**src/rtl/elevador_pkg.sv**
```systemverilog
// elevador_pkg: shared state encoding, floor count default and floor-to-display conversion
package elevador_pkg;

    typedef enum logic [1:0] {
        PARADO   = 2'd0,
        SUBIENDO = 2'd1,
        BAJANDO  = 2'd2,
        FALLA    = 2'd3
    } estado_t;

    localparam int N_PISOS_DEF = 3;

    function automatic logic [3:0] piso_a_dato(input logic [3:0] p);
        return p + 4'd1;
    endfunction

endpackage

```
**src/rtl/elevador_tick_cnt.sv**
```systemverilog
// elevador_tick_cnt: travel-time counter with clear, enable and terminal count
module elevador_tick_cnt #(
    parameter int TICKS = 4
) (
    input  logic clk,
    input  logic rst,
    input  logic clr,
    input  logic en,
    output logic tc
);
    localparam int W = $clog2(TICKS);

    logic [W-1:0] cnt_q, cnt_d;

    assign tc = cnt_q == W'(TICKS - 1);

    always_comb cnt_d = clr ? '0 : !en ? cnt_q : tc ? '0 : cnt_q + 1'b1;

    always_ff @(posedge clk)
        if (rst) cnt_q <= '0;
        else     cnt_q <= cnt_d;

endmodule

```
**src/rtl/elevador_cabina.sv**
```systemverilog
// elevador_cabina: timed elevator car plant answering the controller's motor commands
module elevador_cabina
    import elevador_pkg::*;
#(
    parameter int N_PISOS    = N_PISOS_DEF,
    parameter int TICKS_PISO = 4,
    parameter int W_PISO     = 2
) (
    input  logic              clk,
    input  logic              rst,
    input  logic              motorsubir,
    input  logic              motorbajar,
    output logic [W_PISO-1:0] piso,
    output logic [3:0]        dato,
    output logic              sensor_piso,
    output logic              en_movimiento,
    output logic              fin_sup,
    output logic              fin_inf,
    output logic              falla
);
    localparam logic [W_PISO-1:0] TOPE = W_PISO'(N_PISOS - 1);

    estado_t           estado_q, estado_d;
    logic [W_PISO-1:0] piso_q, piso_d;
    logic [3:0]        dato_q, dato_d;
    logic              sensor_q, sensor_d, mov_q, mov_d, falla_q, falla_d;
    logic              cnt_clr, cnt_en, tc;
    logic [1:0]        cmd, dir;

    elevador_tick_cnt #(.TICKS(TICKS_PISO)) u_cnt (
        .clk(clk),
        .rst(rst),
        .clr(cnt_clr),
        .en (cnt_en),
        .tc (tc)
    );

    assign cmd = {motorsubir, motorbajar};
    assign dir = estado_q == SUBIENDO ? 2'b10 : 2'b01;

    always_comb begin
        estado_d = estado_q;
        piso_d   = piso_q;
        sensor_d = sensor_q;
        mov_d    = 1'b0;
        cnt_clr  = 1'b0;
        cnt_en   = 1'b0;
        case (estado_q)
            PARADO:
                if (cmd == 2'b10 && piso_q != TOPE) begin
                    estado_d = SUBIENDO;
                    cnt_clr  = 1'b1;
                    sensor_d = 1'b0;
                    mov_d    = 1'b1;
                end else if (cmd == 2'b01 && piso_q != '0) begin
                    estado_d = BAJANDO;
                    cnt_clr  = 1'b1;
                    sensor_d = 1'b0;
                    mov_d    = 1'b1;
                end else if (cmd != 2'b00) begin
                    estado_d = FALLA;
                end
            SUBIENDO, BAJANDO:
                if (cmd == dir) begin
                    cnt_en = 1'b1;
                    if (tc) begin
                        estado_d = PARADO;
                        sensor_d = 1'b1;
                        piso_d   = estado_q == SUBIENDO ? piso_q + 1'b1 : piso_q - 1'b1;
                    end else begin
                        mov_d = 1'b1;
                    end
                end else if (cmd != 2'b00) begin
                    estado_d = FALLA;
                end
            default: ;
        endcase
        falla_d = estado_d == FALLA;
        dato_d  = piso_a_dato(4'(piso_d));
    end

    always_ff @(posedge clk)
        if (rst) begin
            estado_q <= PARADO;
            piso_q   <= '0;
            dato_q   <= 4'd1;
            sensor_q <= 1'b1;
            mov_q    <= 1'b0;
            falla_q  <= 1'b0;
        end else begin
            estado_q <= estado_d;
            piso_q   <= piso_d;
            dato_q   <= dato_d;
            sensor_q <= sensor_d;
            mov_q    <= mov_d;
            falla_q  <= falla_d;
        end

    assign piso          = piso_q;
    assign dato          = dato_q;
    assign sensor_piso   = sensor_q;
    assign en_movimiento = mov_q;
    assign falla         = falla_q;
    assign fin_sup       = piso_q == TOPE && sensor_q;
    assign fin_inf       = piso_q == '0 && sensor_q;

endmodule

```
**config.mk**
```make
export PLATFORM = sky130hd
export DESIGN_NAME = elevador_cabina
export DESIGN_NICKNAME = d
export VERILOG_FILES = /design/src/rtl/elevador_pkg.sv /design/src/rtl/elevador_tick_cnt.sv /design/src/rtl/elevador_cabina.sv
export SDC_FILE = /design/constraint.sdc
export NUM_CORES = 1
export LEC_CHECK = 0
export ABC_AREA = 1
export CORE_MARGIN = 8
export CORE_UTILIZATION = 40
export CTS_CLUSTER_SIZE = 12
export DETAILED_ROUTE_END_ITERATION = 8
export PLACE_DENSITY = 0.76
export SYNTH_ARGS = -nofsm -noshare
export SYNTH_HDL_FRONTEND = slang
export SYNTH_HIERARCHICAL = 1
export SYNTH_SLANG_ARGS = --single-unit
```
**constraint.sdc**
```tcl
create_clock -name clk -period 1.45 [get_ports clk]
set_input_delay 0.3625 -clock clk [delete_from_list [all_inputs] [get_ports clk]]
set_output_delay 0.3625 -clock clk [all_outputs]
set_load 0.05 [all_outputs]
```
==> metrics.csv, run 1 <==
stage,metric,value,unit
logic_synthesis,ys_ff_latch,12,
placement,io_buffers,13,
logic_synthesis,synth_cell_types,16,
route,vias,806,
pwr,ir_drop,1.26,mV
timing,min_period_over_period,110,%
worst_setup_path,cp.arrival,1.79,ns
pwr,powerDensity,1590,nW/um^2
die,chipHeight,58.0,microns
global_routing,antenna_found_initial,0,
placement,gp_congestion,0.822,
clock_network,numCtsBuffers,3,
die,num_rows,15,
logic_synthesis,synthArstFlopShare,0,%
timing,setup_viol,2,
worst_setup_path,rr_worst_depth,11,
global_routing,grt_pass1_wl,3.35,mm
global_routing,grt.overflow.total,0,
clock_network,htree_levels,1,
worst_setup_path,timing.rr.start,estado_q[1],
timing,skew,0.00354,ns
timing,fin_setup_tns,-0.165,ns
clock_network,cts_tree,done,
timing,period_needed,1.59,ns
final_layout,drive_above_1_share,43.7,%
global_routing,track_usage,12.6,%
clock_network,clk_pin_slew,0.08,ns
outcome,violations,negative setup slack,
hold_path,worstHoldStart,sensor_piso,
final_layout,final_util,69.7,%
worst_setup_path,cp_slowest_cell,dfxtp_2,
worst_setup_path,worst-path-buf-inv,4,
logic_synthesis,yosysTopAreaCell,dfxtp_1,
hold_path,worst_hold_path.endpoint,sensor_piso,
outcome,status,finished with violations,
die,io_pins,15,
clock_network,cts_buffer_depth,2,
route,drc,0,
logic_synthesis,synth_top_area_share,34.1,%
hold_path,holdPathStages,2,
route,via_per_inst,5.30,
route,ant_nets,0,
worst_setup_path,path_cells,inv_4 > ha_4 > inv_4 > nand3_4 > nand2_4 > nand4_1 > nand2_2 > inv_2 > ha_4 > inv_1 > nor2_2,
worst_setup_path,cp.required,1.65,ns
logic_synthesis,synth-edff-count,0,
timing,slew_viol_final,0,
final_layout,nets,145,
logic_synthesis,avgSynthCellArea,6.40,sq um
route,wl_per_cell,14.2,microns
timing,fin_ws,-0.141,ns
pwr,p_leak,0.580,nW
final_layout,diodes,0,
timing,hold_violations,0,
clock_network,cts_root_buffer,clkbuf_4,
logic_synthesis,synthCells,110,
flow_run,drv_cap,0,
global_routing,grt_max_degree,10,
logic_synthesis,synth_most_common_cell,nand2_1,
die,die-area,3360,sq um
final_layout,area_growth,67.1,%
worst_setup_path,worst_setup_path_end_kind,register,
final_layout,final_area,1180,sq um
die,core,1690,sq um
timing,max_freq,629,MHz
hold_path,hold_path_class,reg2reg,
die,initial_core_util,41.7,%
clock_network,clock-sinks,12,
worst_setup_path,crit_path_max_fanout,6,
worst_setup_path,path_class,reg2reg,
timing,rsz0062_at_grt,yes,
logic_synthesis,yosys_warnings,6,
worst_setup_path,start_kind,register,
worst_setup_path,r2r_end,dato[1],
logic_synthesis,synthTopCellsByCount,"nand2_1 (31), inv_1 (22), nor2_1 (15)",
clock_network,clk_latency,0.27,ns
placement,place_area,1030,sq um
worst_setup_path,cp_top_family,simple AND/OR/NAND/NOR gates,
worst_setup_path,r2r_setup_slack,-0.14,ns
placement,hpwl,1.38,mm
route,routed_wl,2.16,mm
global_routing,grt_pass1_vias,779,
die,fp.dieW,58.0,microns
logic_synthesis,ys_seq_area_share,34.1,%
logic_synthesis,syn-cell-area,704,sq um
route,firstDrtPassIters,4,
logic_synthesis,syn_nets,119,
worst_setup_path,critical-path-max-stage-delay,0.36,ns
route,initialDrtViolationCount,37,
logic_synthesis,synthFlopType,dfxtp_1,
logic_synthesis,synth_top_cells_by_area,"dfxtp_1 (34%), nand2_1 (17%), inv_1 (12%), ha_1 (8.9%), nor2_1 (8.0%)",
==> what timing repair did <==
item                                    CTS  global route
pin swaps                                 1             3
setup buffers                             0             3
hold buffers                              0             0
resized for setup                        19            15
endpoints found under the setup margin    7             6
cloned                                    0             0
==> registers in the layout, summed over array words and instances (netlist names) <==
register and count:
falla 1, u_cnt/cnt_q 2, sensor_piso 1, en_movimiento 1, piso 2, estado_q 2, dato 3
==> worst max-delay path by stage <==
stage                start  endpoint  depth (start not counted)  slack [ns]
2_1_floorplan      piso[1]   fin_sup                          2       -0.06
3_3_place_gp    motorbajar   dato[1]                         11       -0.43
3_5_place_dp    motorbajar   dato[1]                         11       -0.50
4_1_cts        estado_q[1]   dato[1]                         12       -0.09
5_1_grt        estado_q[1]   dato[1]                         11       -0.23
6_report       estado_q[1]   dato[1]                         11       -0.14
==> per-stage QoR <==
step / cells / power (mW) / worst slack, ns / hold slack [ns]
2_1_floorplan: 110 / 1.13 / -0.0603 / 0.427
3_3_place_gp: 145 / 1.37 / -0.434 / 0.462
3_5_place_dp: 145 / 1.40 / -0.496 / 0.464
4_1_cts: 149 / 1.76 / -0.0850 / 0.475
5_1_grt: 152 / 1.98 / -0.225 / 0.481
6_report: 152 / 1.87 / -0.141 / 0.475
==> per-layer routing <==
metal | vias to the layer above | wire [microns] | GRT usage [%]
li1 | 379 | - | -
met1 | 373 | 891 | 13.5
met2 | 44 | 1050 | 22.0
met3 | 10 | 154 | 3.75
met4 | 0 | 55 | 6.29
met5 | - | 0 | 0
==> power by group <==
group	internal (mW)	total [mW]	switching [mW]
Sequential	0.406	0.472	0.0653
Combinational	0.492	1.18	0.688
Clock	0.107	0.221	0.114
Total	1.00	1.87	0.868
==> cell families after synthesis <==
| kind of cell | share of synthesized area, % |
|---|---|
| flops | 34.1 |
| buf+inv | 13.5 |
| compound gates | 3.55 |
| simple gates | 39.4 |
| other cells | 0.532 |
| fa+ha+maj | 8.88 |
==> cells in the final DEF (no fill, tap or decap), types with 2 or more instances in the layout <==
cell	Yosys	routed
nand2_1	31	24
inv_1	22	15
nor2_1	15	11
buf_12	0	10
buf_4	1	10
nand2_2	3	9
dfxtp_1	12	7
inv_2	0	4
nand3_1	7	4
inv_4	0	3
nor2_2	1	3
nand3_2	2	3
nand4_1	3	3
a21oi_1	4	3
ha_4	0	3
clkbuf_4	0	3
dfxtp_4	0	3
nand3_4	0	2
nor2_4	0	2
ha_1	5	2
dfxtp_2	0	2
dlygate4sd2_1	0	2
==> worst reg2reg max path: stages (launching register included) <==
cell and delay, ns:
dfxtp_2 0.36, inv_4 0.06, ha_4 0.18, inv_4 0.07, nand3_4 0.07, nand2_4 0.11, nand4_1 0.14, nand2_2 0.11
inv_2 0.05, ha_4 0.25, inv_1 0.04, nor2_2 0.09
==> final cells by class <==
| cell class | count | area [sq um] |
|---|---|---|
| clock buffer | 4 | 26.3 |
| fill | 117 | 512 |
| inverter | 22 | 90.1 |
| multi-input combinational | 74 | 483 |
| sequential | 12 | 254 |
| tap | 17 | 21.3 |
| timing repair buffer | 23 | 303 |
Power figures use the tool's default switching activity.
==> inputs of run 2 (changes only) <==
--- a/config.mk
+++ b/config.mk
@@ -11,6 +11,7 @@
 export CTS_CLUSTER_SIZE = 12
 export DETAILED_ROUTE_END_ITERATION = 8
 export PLACE_DENSITY = 0.76
+export SLEW_MARGIN = 0
 export SYNTH_ARGS = -nofsm -noshare
 export SYNTH_HDL_FRONTEND = slang
 export SYNTH_HIERARCHICAL = 1
==> results of run 2 <==
Final layout, timing and power as in run 1 (identical DEF).
==> inputs of run 3 (changes only) <==
--- a/config.mk
+++ b/config.mk
@@ -6,11 +6,13 @@
 export NUM_CORES = 1
 export LEC_CHECK = 0
 export ABC_AREA = 1
+export CELL_PAD_IN_SITES_DETAIL_PLACEMENT = 2
+export CELL_PAD_IN_SITES_GLOBAL_PLACEMENT = 2
 export CORE_MARGIN = 8
-export CORE_UTILIZATION = 40
+export CORE_UTILIZATION = 23
 export CTS_CLUSTER_SIZE = 12
 export DETAILED_ROUTE_END_ITERATION = 8
-export PLACE_DENSITY = 0.76
+export PLACE_DENSITY = 0.81
 export SLEW_MARGIN = 0
 export SYNTH_ARGS = -nofsm -noshare
 export SYNTH_HDL_FRONTEND = slang
==> run 3 against run 2 <==
Effect of this change: highest routed layer unchanged; non-clock buffer count is 5 higher; sequential share of layout area is 2.3 points lower; critical endpoint unchanged; via count fell by 1.7%; clock-buffer cell count is the same; clock skew up 0.010 ns; flip-flop and latch count unchanged; the run still ends with negative setup slack left.
==> metrics.csv, run 3 (synthesized netlist as in run 1, its figures left out) <==
stage,metric,value,unit,change
pwr,powerDensity,1740,nW/um^2,+9.2%
global_routing,grt_pass1_vias,918,,+18%
clock_network,numCtsBuffers,3,,unchanged
flow_run,drv_cap,0,,unchanged
worst_setup_path,rr_worst_depth,9,,-2
final_layout,final_common_cell,nand2_1,,
timing,max_freq,603,MHz,-4.0%
timing,timing.hold.ws,0.484,ns,+0.00960 ns
worst_setup_path,critical-path-max-stage-delay,0.37,ns,about the same
worst_setup_path,path_cells,inv_4 > buf_6 > ha_4 > nand4_1 > nand2_2 > inv_2 > ha_4 > inv_2 > nor2_1,,
outcome,status,finished with violations,,
placement,gp_congestion,0.754,,-8.3%
worst_setup_path,start_kind,register,,
route,firstDrtPassIters,4,,unchanged
final_layout,drive_above_1_share,50.7,%,+7.0 points
outcome,violations,negative setup slack,,
timing,min_period_over_period,114,%,+4.6 points
final_layout,diodes,0,,unchanged
final_layout,largest_register_ffs,3,,unchanged
hold_path,holdPathStages,2,,unchanged
route,initialDrtViolationCount,7,,-81%
final_layout,final_util,43.3,%,-26 points
placement,hpwl,1.85,mm,+34%
clock_network,cts_root_buffer,clkbuf_4,,
timing,setup_viol,9,,+7
global_routing,antenna_found_initial,0,,unchanged
route,vias,792,,-1.7%
worst_setup_path,worst_setup_path_end_kind,register,,
clock_network,clk_pin_slew,0.10,ns,+0.02 ns
final_layout,nets,150,,+3.4%
worst_setup_path,crit_path_max_fanout,7,,+1
die,io_pins,15,,unchanged
pwr,p_leak,0.621,nW,+7.0%
timing,slew_viol_final,0,,unchanged
timing,hold_violations,0,,unchanged
die,core,2980,sq um,+76%
worst_setup_path,cp_top_family,adder cells,,
timing,fin_ws,-0.207,ns,-0.0665 ns
final_layout,area_growth,83.1,%,
pwr,p_total,2.24,mW,+20%
clock_network,cts_buffer_depth,2,,unchanged
clock_network,clk_latency,0.29,ns,+0.02 ns
final_layout,layout_common_cells,"nand2_1 (20), inv_1 (13), nor2_1 (11), buf_4 (11), buf_12 (10)",,
pwr,ir_drop,0.830,mV,-34%
die,fp.dieW,71.3,microns,+23%
timing,rsz0062_at_grt,yes,,
die,die-area,5090,sq um,+51%
global_routing,grt.overflow.total,0,,unchanged
timing,skew,0.0136,ns,+0.0100 ns
clock_network,cts_tree,done,,
hold_path,hold_path_class,reg2reg,,
route,ant_nets,0,,unchanged
global_routing,track_usage,10.8,%,-1.8 points
worst_setup_path,worst-path-buf-inv,4,,unchanged
route,wl_per_cell,18.0,microns,+27%
global_routing,grt_max_degree,8,,-2
worst_setup_path,cp.required,1.66,ns,about the same
route,drc,0,,unchanged
die,initial_core_util,23.7,%,-18 points
timing,period_needed,1.66,ns,+0.0665 ns
route,via_per_inst,4.58,,-14%
worst_setup_path,path_class,reg2reg,,
worst_setup_path,cp.arrival,1.87,ns,+0.08 ns
global_routing,grt_pass1_wl,4.24,mm,+27%
route,routed_wl,3.12,mm,+45%
worst_setup_path,path_depth,9,,-2
die,num_rows,20,,+5
die,chipHeight,71.3,microns,+23%
placement,io_buffers,13,,unchanged
worst_setup_path,cp_slowest_cell,dfxtp_2,,
clock_network,clock-sinks,12,,unchanged
clock_network,htree_levels,1,,unchanged
-- run 3: worst paths after layout --
check                           slack, ns           start             end
worst min-delay path                 0.48  u_cnt/cnt_q[1]  u_cnt/cnt_q[1]
worst min register to register       0.48  u_cnt/cnt_q[1]  u_cnt/cnt_q[1]
worst max register to register      -0.21     estado_q[1]         dato[1]
worst max-delay path                -0.21     estado_q[1]         dato[1]
-- run 3: power breakdown --
part	switching, mW	internal (mW)
sequential	0.0668	0.403
clock	0.133	0.153
combinational	0.820	0.665
total	1.02	1.22
-- run 3: per-layer routing --
metal  wire length (microns)  up-vias  track usage (%)  part of all wire [%]
met5                       0        -                0                     0
met4                      43        0             5.54                   1.4
met3                      84        6             2.93                   2.7
met2                    1840       10             20.5                    59
met1                    1150      382             10.4                    37
li1                        -      394                -                     -
-- run 3: final cells by class --
class | count | area (sq um)
clock buffers | 4 | 36.3
flip-flops and latches | 12 | 249
inverters | 22 | 90.1
repair buffers | 28 | 355
multi-input cells | 74 | 518
well taps | 33 | 41.3
fillers | 311 | 1690
-- run 3: worst reg2reg max path: cells and delay by family (launching register included) --
kind | cells | cell delay [ns]
AND/OR/NAND/NOR | 3 | 0.38
flip-flops | 1 | 0.37
adder cells (fa/ha/maj) | 2 | 0.59
buffers and inverters | 4 | 0.25
-- run 3: timing repair --
item / CTS / global route
resized for setup: 20 / 26
pin swaps: 8 / 20
buffers inserted: 4 / 1
endpoints found under the setup margin: 11 / 13
cloned: 0 / 0
hold buffers: 0 / 0
-- run 3: stage by stage --
step | instance area, sq um | setup WS, ns | std cells | setup TNS, ns
after floorplan | 741 | -0.0603 | 110 | -0.0629
after global placement | 1070 | -0.417 | 164 | -2.72
after detailed placement | 1070 | -0.503 | 164 | -3.45
after CTS | 1190 | -0.126 | 172 | -0.222
after global routing | 1290 | -0.269 | 173 | -1.24
final | 1290 | -0.207 | 173 | -0.635
